--- src/rtl/mem_ctrl_pkg.sv ---
// Shared types for the byte-serialising memory controller: FSM states, request owner
// and access-width codes.
package mem_ctrl_pkg;

  localparam int AddrWDefault = 17;

  typedef enum logic [1:0] {
    MemCtrlIdle  = 2'd0,
    MemCtrlRead  = 2'd1,
    MemCtrlWrite = 2'd2
  } mem_state_e;

  typedef enum logic {
    OwnerIf  = 1'b0,
    OwnerMem = 1'b1
  } owner_e;

  localparam logic [1:0] MemWidthByte = 2'b00;
  localparam logic [1:0] MemWidthHalf = 2'b01;
  localparam logic [1:0] MemWidthWord = 2'b10;

  // Code 2'b11 is served as a full word.
  function automatic logic [2:0] widthToBytes(input logic [1:0] width);
    case (width)
      MemWidthByte: return 3'd1;
      MemWidthHalf: return 3'd2;
      MemWidthWord: return 3'd4;
      default:      return 3'd4;
    endcase
  endfunction

endpackage

--- src/rtl/mem_ctrl_if.sv ---
// Request/response bus between the pipeline (IF and MEM stages), the controller and
// the byte-wide RAM. The slave modport is the controller's view.
interface mem_ctrl_if
  import mem_ctrl_pkg::*;
#(
  parameter int ADDR_W = AddrWDefault
) ();

  logic              if_re;
  logic [31:0]       if_addr;
  logic [31:0]       if_data;
  logic              if_done;
  logic              mem_re;
  logic              mem_we;
  logic [1:0]        mem_width;
  logic [31:0]       mem_addr;
  logic [31:0]       mem_wdata;
  logic [31:0]       mem_rdata;
  logic              mem_done;
  logic              busy;
  logic [ADDR_W-1:0] ram_addr;
  logic [7:0]        ram_wdata;
  logic              ram_we;
  logic [7:0]        ram_rdata;

  modport slave (
    input  if_re, if_addr, mem_re, mem_we, mem_width, mem_addr, mem_wdata, ram_rdata,
    output if_data, if_done, mem_rdata, mem_done, busy, ram_addr, ram_wdata, ram_we
  );

  modport master (
    output if_re, if_addr, mem_re, mem_we, mem_width, mem_addr, mem_wdata, ram_rdata,
    input  if_data, if_done, mem_rdata, mem_done, busy, ram_addr, ram_wdata, ram_we
  );

endinterface

--- src/rtl/mem_ctrl_byte_assembler.sv ---
// Collects RAM read bytes into a little-endian word; lanes never written stay zero
// because the buffer is cleared while the controller is idle.
module mem_ctrl_byte_assembler (
  input  logic        clk,
  input  logic        rst,
  input  logic        clear_i,
  input  logic        capture_i,
  input  logic [1:0]  lane_i,
  input  logic [7:0]  byte_i,
  output logic [31:0] word_o
);

  logic [31:0] buf_q;
  logic [31:0] buf_d;
  logic [3:0]  laneEn;

  // word_o already includes the byte being captured this cycle, so the final lane
  // can be forwarded straight into the result register.
  always_comb begin
    laneEn = capture_i ? (4'b0001 << lane_i) : 4'b0000;
    for (int i = 0; i < 4; i++) begin
      word_o[8*i +: 8] = laneEn[i] ? byte_i : buf_q[8*i +: 8];
    end
    buf_d = clear_i ? 32'h0 : word_o;
  end

  always_ff @(posedge clk) begin
    if (rst) buf_q <= 32'h0;
    else     buf_q <= buf_d;
  end

endmodule

--- src/rtl/mem_ctrl.sv ---
// Serialises 32-bit IF/MEM requests into byte accesses on a synchronous byte-wide RAM;
// MEM has priority over IF, and each completion is signalled by a registered done pulse.
module mem_ctrl
  import mem_ctrl_pkg::*;
#(
  parameter int ADDR_W = AddrWDefault
) (
  input logic       clk,
  input logic       rst,
  mem_ctrl_if.slave bus
);

  mem_state_e        state_q, state_d;
  owner_e            owner_q, owner_d;
  logic [2:0]        cnt_q, cnt_d;
  logic [2:0]        nBytes_q, nBytes_d;
  logic [ADDR_W-1:0] baseAddr_q, baseAddr_d;
  logic [31:0]       wdata_q, wdata_d;
  logic              ifDone_q, ifDone_d;
  logic              memDone_q, memDone_d;
  logic [31:0]       ifData_q, ifData_d;
  logic [31:0]       memRdata_q, memRdata_d;

  logic [31:0] assembled;
  logic        captureEn;
  logic [1:0]  laneSel;
  logic        unusedAddrBits;

  assign unusedAddrBits = ^{bus.if_addr[31:ADDR_W], bus.mem_addr[31:ADDR_W]};

  // The RAM returns a byte one cycle after its address, so lane (cnt-1) is captured.
  assign captureEn = (state_q == MemCtrlRead) && (cnt_q != 3'd0);
  assign laneSel   = cnt_q[1:0] - 2'd1;

  mem_ctrl_byte_assembler u_assembler (
    .clk      (clk),
    .rst      (rst),
    .clear_i  (state_q == MemCtrlIdle),
    .capture_i(captureEn),
    .lane_i   (laneSel),
    .byte_i   (bus.ram_rdata),
    .word_o   (assembled)
  );

  // No accept while a done pulse is out: the finished requester still holds its request.
  always_comb begin
    state_d    = state_q;
    owner_d    = owner_q;
    cnt_d      = cnt_q;
    nBytes_d   = nBytes_q;
    baseAddr_d = baseAddr_q;
    wdata_d    = wdata_q;
    ifData_d   = ifData_q;
    memRdata_d = memRdata_q;
    ifDone_d   = 1'b0;
    memDone_d  = 1'b0;
    case (state_q)
      MemCtrlIdle: begin
        cnt_d = 3'd0;
        if (!ifDone_q && !memDone_q) begin
          if (bus.mem_we) begin
            state_d    = MemCtrlWrite;
            owner_d    = OwnerMem;
            nBytes_d   = widthToBytes(bus.mem_width);
            baseAddr_d = bus.mem_addr[ADDR_W-1:0];
            wdata_d    = bus.mem_wdata;
          end else if (bus.mem_re) begin
            state_d    = MemCtrlRead;
            owner_d    = OwnerMem;
            nBytes_d   = widthToBytes(bus.mem_width);
            baseAddr_d = bus.mem_addr[ADDR_W-1:0];
          end else if (bus.if_re) begin
            state_d    = MemCtrlRead;
            owner_d    = OwnerIf;
            nBytes_d   = 3'd4;
            baseAddr_d = bus.if_addr[ADDR_W-1:0];
          end
        end
      end
      MemCtrlRead: begin
        cnt_d = cnt_q + 3'd1;
        if (cnt_q == nBytes_q) begin
          state_d = MemCtrlIdle;
          cnt_d   = 3'd0;
          if (owner_q == OwnerIf) begin
            ifDone_d = 1'b1;
            ifData_d = assembled;
          end else begin
            memDone_d  = 1'b1;
            memRdata_d = assembled;
          end
        end
      end
      MemCtrlWrite: begin
        cnt_d = cnt_q + 3'd1;
        if (cnt_q == nBytes_q - 3'd1) begin
          state_d   = MemCtrlIdle;
          cnt_d     = 3'd0;
          memDone_d = 1'b1;
        end
      end
      default: state_d = MemCtrlIdle;
    endcase
  end

  always_ff @(posedge clk) begin
    if (rst) begin
      state_q    <= MemCtrlIdle;
      owner_q    <= OwnerIf;
      cnt_q      <= 3'd0;
      nBytes_q   <= 3'd0;
      baseAddr_q <= '0;
      wdata_q    <= 32'h0;
      ifDone_q   <= 1'b0;
      memDone_q  <= 1'b0;
      ifData_q   <= 32'h0;
      memRdata_q <= 32'h0;
    end else begin
      state_q    <= state_d;
      owner_q    <= owner_d;
      cnt_q      <= cnt_d;
      nBytes_q   <= nBytes_d;
      baseAddr_q <= baseAddr_d;
      wdata_q    <= wdata_d;
      ifDone_q   <= ifDone_d;
      memDone_q  <= memDone_d;
      ifData_q   <= ifData_d;
      memRdata_q <= memRdata_d;
    end
  end

  // The write strobe is cut as soon as reset rises so an aborted write stops at once.
  assign bus.ram_we    = (state_q == MemCtrlWrite) && !rst;
  assign bus.ram_addr  = (state_q == MemCtrlIdle) ? '0 : baseAddr_q + ADDR_W'(cnt_q);
  assign bus.ram_wdata = (state_q == MemCtrlWrite) ? wdata_q[{cnt_q[1:0], 3'b000} +: 8] : 8'h00;
  assign bus.busy      = (state_q != MemCtrlIdle);
  assign bus.if_done   = ifDone_q;
  assign bus.mem_done  = memDone_q;
  assign bus.if_data   = ifData_q;
  assign bus.mem_rdata = memRdata_q;

endmodule

--- src/flat_wrapper.sv ---
// flat-port wrapper written by rule: the top's interface ports become plain ports
module mem_ctrl_flat import mem_ctrl_pkg::*;
#(
  parameter int ADDR_W = AddrWDefault
)
  (clk, rst, bus_if_re, bus_if_addr, bus_mem_re, bus_mem_we, bus_mem_width, bus_mem_addr, bus_mem_wdata, bus_ram_rdata, bus_if_data, bus_if_done, bus_mem_rdata, bus_mem_done, bus_busy, bus_ram_addr, bus_ram_wdata, bus_ram_we);
  mem_ctrl_if #(.ADDR_W(ADDR_W)) bus_i ();
  input logic clk;
  input logic rst;
  input wire logic [$bits(bus_i.if_re)-1:0] bus_if_re;
  input wire logic [$bits(bus_i.if_addr)-1:0] bus_if_addr;
  input wire logic [$bits(bus_i.mem_re)-1:0] bus_mem_re;
  input wire logic [$bits(bus_i.mem_we)-1:0] bus_mem_we;
  input wire logic [$bits(bus_i.mem_width)-1:0] bus_mem_width;
  input wire logic [$bits(bus_i.mem_addr)-1:0] bus_mem_addr;
  input wire logic [$bits(bus_i.mem_wdata)-1:0] bus_mem_wdata;
  input wire logic [$bits(bus_i.ram_rdata)-1:0] bus_ram_rdata;
  output wire logic [$bits(bus_i.if_data)-1:0] bus_if_data;
  output wire logic [$bits(bus_i.if_done)-1:0] bus_if_done;
  output wire logic [$bits(bus_i.mem_rdata)-1:0] bus_mem_rdata;
  output wire logic [$bits(bus_i.mem_done)-1:0] bus_mem_done;
  output wire logic [$bits(bus_i.busy)-1:0] bus_busy;
  output wire logic [$bits(bus_i.ram_addr)-1:0] bus_ram_addr;
  output wire logic [$bits(bus_i.ram_wdata)-1:0] bus_ram_wdata;
  output wire logic [$bits(bus_i.ram_we)-1:0] bus_ram_we;
  assign bus_i.if_re = bus_if_re;
  assign bus_i.if_addr = bus_if_addr;
  assign bus_i.mem_re = bus_mem_re;
  assign bus_i.mem_we = bus_mem_we;
  assign bus_i.mem_width = bus_mem_width;
  assign bus_i.mem_addr = bus_mem_addr;
  assign bus_i.mem_wdata = bus_mem_wdata;
  assign bus_i.ram_rdata = bus_ram_rdata;
  assign bus_if_data = bus_i.if_data;
  assign bus_if_done = bus_i.if_done;
  assign bus_mem_rdata = bus_i.mem_rdata;
  assign bus_mem_done = bus_i.mem_done;
  assign bus_busy = bus_i.busy;
  assign bus_ram_addr = bus_i.ram_addr;
  assign bus_ram_wdata = bus_i.ram_wdata;
  assign bus_ram_we = bus_i.ram_we;
  mem_ctrl #(.ADDR_W(ADDR_W)) u_core (.clk(clk), .rst(rst), .bus(bus_i));
endmodule
--- config.mk ---
export PLATFORM = sky130hd
export DESIGN_NAME = mem_ctrl_flat
export DESIGN_NICKNAME = d
export VERILOG_FILES = /design/src/rtl/mem_ctrl_pkg.sv /design/src/rtl/mem_ctrl_if.sv /design/src/rtl/mem_ctrl_byte_assembler.sv /design/src/rtl/mem_ctrl.sv /design/src/flat_wrapper.sv
export SDC_FILE = /design/constraint.sdc
export NUM_CORES = 1
export LEC_CHECK = 0
export CORE_MARGIN = 2
export CORE_UTILIZATION = 47
export DETAILED_ROUTE_END_ITERATION = 16
export PLACE_DENSITY = 0.88
export REMOVE_ABC_BUFFERS = 1
export SYNTH_ARGS = -nofsm -noshare
export SYNTH_HDL_FRONTEND = slang
export SYNTH_SLANG_ARGS = --single-unit
export TNS_END_PERCENT = 1
--- constraint.sdc ---
create_clock -name clk -period 3.8 [get_ports clk]
set_input_delay 0.57 -clock clk [delete_from_list [all_inputs] [get_ports clk]]
set_output_delay 0.57 -clock clk [all_outputs]
set_load 0.03 [all_outputs]
==> results.toml <==
[clock_network]
clock_latency_ns = 0.43
cts_tree = "done"
ctsResizeCount = 0
cts_made_buffers = 17
hold_buffers = 0
path_clk_slew_ns = 0.07
ctsLongestPathBuffers = 2
cts_setup_buffers = 0
htree_num_levels = 4
clock_sinks = 156
cts_root_buffer = "clkbuf_16"

[synth]
synth_seq_cells = 156
synth_edf_count = 0
synth_warnings = 0
synth_most_common_cell = "dfxtp_1"
synth_ff_type = "dfxtp_1"
synth_cells = 744
netlist_top_cells_count = "156 x dfxtp_1, 110 x a21oi_1, 91 x nand2_1, 64 x nor2_1, 59 x a211oi_1"
yosys.area.top_type = "dfxtp_1"
yosys-top-cells-area = "dfxtp_1 46%, a21oi_1 8.1%, a211oi_1 6.5%, nand2_1 5.0%, mux2i_1 4.7%"
synth_top_area_frac = 0.461
avgSynthCellArea_um2 = 9.11
synth_cell_types = 55
async_reset_ff_frac = 0
ys_seq_area_frac = 0.461
syn_area_um2 = 6780

[pwr]
power_density_nw_per_um2 = 520
p_sw_uw = 1510
seqPwrFrac = 0.401
p_leak_uw = 0.00333
max-vdd-ir-drop_uv = 357
power.internal_uw = 3220
clkPwrFrac = 0.358
pwr-share-comb = 0.241
swShare = 0.319

[layout]
area.growth.synth_to_final_pct = 34.1
fin_cells = 1076
utilization = 0.650
drive_above_1_share = 0.0837
diodes = 0
final_nets = 1009
fillers = 1113

[critical_path]
worst_ep_arrival_time_ns = 2.98
cp_slowest_cell = "clkdlybuf4s50_1"
worstPathMaxFanout = 11
crit_path_max_incr_delay_ns = 0.66
endpoint_kind = "primary output"
crit_path_start_kind = "flop"
cp_top_family = "compound AO/OA/AOI/OAI gates"
worstPathRequired_ns = 3.23
crit_chain = "ha_1, a21o_1, a21oi_1, nor4_1, mux2_2, clkdlybuf4s50_1"
rrSetupSlack_ns = 0.90
path_class = "reg2out"
critPathBufInv = 1

[floorplanning]
die_area_um2 = 15400
rows = 43
io_pins = 204
die-width_um = 124
die_h_um = 124
coreArea_um2 = 14000
initial_utilization = 0.485

[run]
cap_violations = 0

[timing]
max_freq_ghz = 0.282
slew_headroom = 0.273
min_period_ns = 3.55
hold_viol_final = 0
hold_ws_ns = 0.453
drv_slew = 0
setup_tns_ns = 0
period_share = 0.935
setup_viol = 0
rsz0062_at_grt = "no"
tightestPinTransition_ns = 1.09
worst_slack_ns = 0.248
clock_skew_ns = 0.0102

[routing]
num_vias = 6068
wire_per_inst_um = 16.9
firstDrtPassIters = 4
vias_per_cell = 5.64
drt-total-wl_um = 18200
detail-route-antenna-nets = 0
drcViolationCount = 0
first_iter_violations = 405

[place]
portBuffers = 173
place_ws_ns = 0.750
globalplace.congestion = 0.797
dpl.hpwl_um = 11800
dp_cells = 1044

[global_route]
grt_pass1_vias = 5798
antenna_found_initial = 0
track_usage = 0.239
grt_max_degree = 75
grt_overflow = 0
grt_pass1_wl_um = 28700

[min_path]
hold_path_class = "reg2reg"

[run_status]
outcome = "finished, final reports clean"
-- worst reg2reg max path, stage by stage (launching register included) --
cell and delay, ns:
dfxtp_1 0.34, inv_1 0.11, ha_1 0.73, nor3b_2 0.44
nand2_1 0.70, nand2_1 0.32, a21oi_1 0.10
-- metrics by stage --
step	instance area, um^2	power, uW
3_5_place_dp	8500	3060
5_1_grt	9090	4930
6_report	9090	4730
4_1_cts	9090	4740
2_1_floorplan	6470	2580
3_3_place_gp	8500	3030
-- per-layer routing --
metal / track usage / routed length (um) / vias up / part of all wire
li1: - / - / 2937 / -
met4: 0.0948 / 378 / 0 / 0.021
met5: 0 / 0 / - / 0
met1: 0.300 / 7720 / 2907 / 0.42
met3: 0.0449 / 1050 / 30 / 0.057
met2: 0.405 / 9090 / 194 / 0.50
-- state kept, by name, summed over array words and instances (netlist names), 2 cells and up --
register and count:
u_core.baseAddr_q 17, u_core.bus.if_data 32, u_core.bus.mem_rdata 32, u_core.cnt_q 3, u_core.nBytes_q 3, u_core.state_q 2, u_core.u_assembler.buf_q 32, u_core.wdata_q 32
-- path summary, 6_finish.rpt --
check | startpoint | to | depth (start not counted)
worst min register to register | u_core.wdata_q[9] | u_core.wdata_q[9] | 2
worst min-delay path | u_core.wdata_q[9] | u_core.wdata_q[9] | 2
worst max-delay path | u_core.baseAddr_q[1] | bus_ram_addr[15] | 6
worst max register to register | u_core.state_q[0] | u_core.wdata_q[11] | 6
-- power groups by stage --
| stage | combinational [uW] | sequential, uW | clock, uW |
|---|---|---|---|
| finish | 1140 | 1900 | 1690 |
| global route | 1230 | 1910 | 1790 |
| CTS | 1140 | 1900 | 1710 |
| detailed placement | 1130 | 1930 | 0 |
| global placement | 1110 | 1920 | 0 |
| floorplan | 541 | 2040 | 0 |
-- area by class of cell --
type / instances / area, um^2 / area share
clock buffers: 18 / 429 / 0.0472
clock inverters: 14 / 159 / 0.0175
inverters: 13 / 48.8 / 0.00537
well taps: 180 / 225 / 0.0248
multi-input cells: 511 / 3300 / 0.363
repair buffers: 184 / 1800 / 0.198
flip-flops and latches: 156 / 3120 / 0.344
-- kinds of logic after synthesis --
family | after synthesis | synth area share
XOR/XNOR | 10 | 0.0150
AND/OR/NAND/NOR | 213 | 0.151
multiplexers | 42 | 0.0772
adder cells (fa/ha/maj) | 15 | 0.0288
flip-flops | 156 | 0.461
buffers and inverters | 77 | 0.0522
AO/OA/AOI/OAI | 231 | 0.215
-- layout by cell type, fill, tap and decap left out, drive strengths merged, types with 5 or more instances in the layout --
cell type      netlist  routed
ha                  14      14
o31ai                7       7
a311oi              17      17
and2                12      12
dfxtp              156     156
a21oi              110     110
nor2                65      65
mux4                 8       8
a211oi              64      64
o21ai               22      22
clkinv               0       6
nor3                 5       5
buf                 25      16
clkbuf              39      18
xor2                 6       6
nor2b                7       7
or4                  6       6
nand2               91      91
mux2i               32      32
clkdlybuf4s50        0     168
nand3                7       7
inv                 13      18
Note: power is estimated with default switching activity, not from simulation.
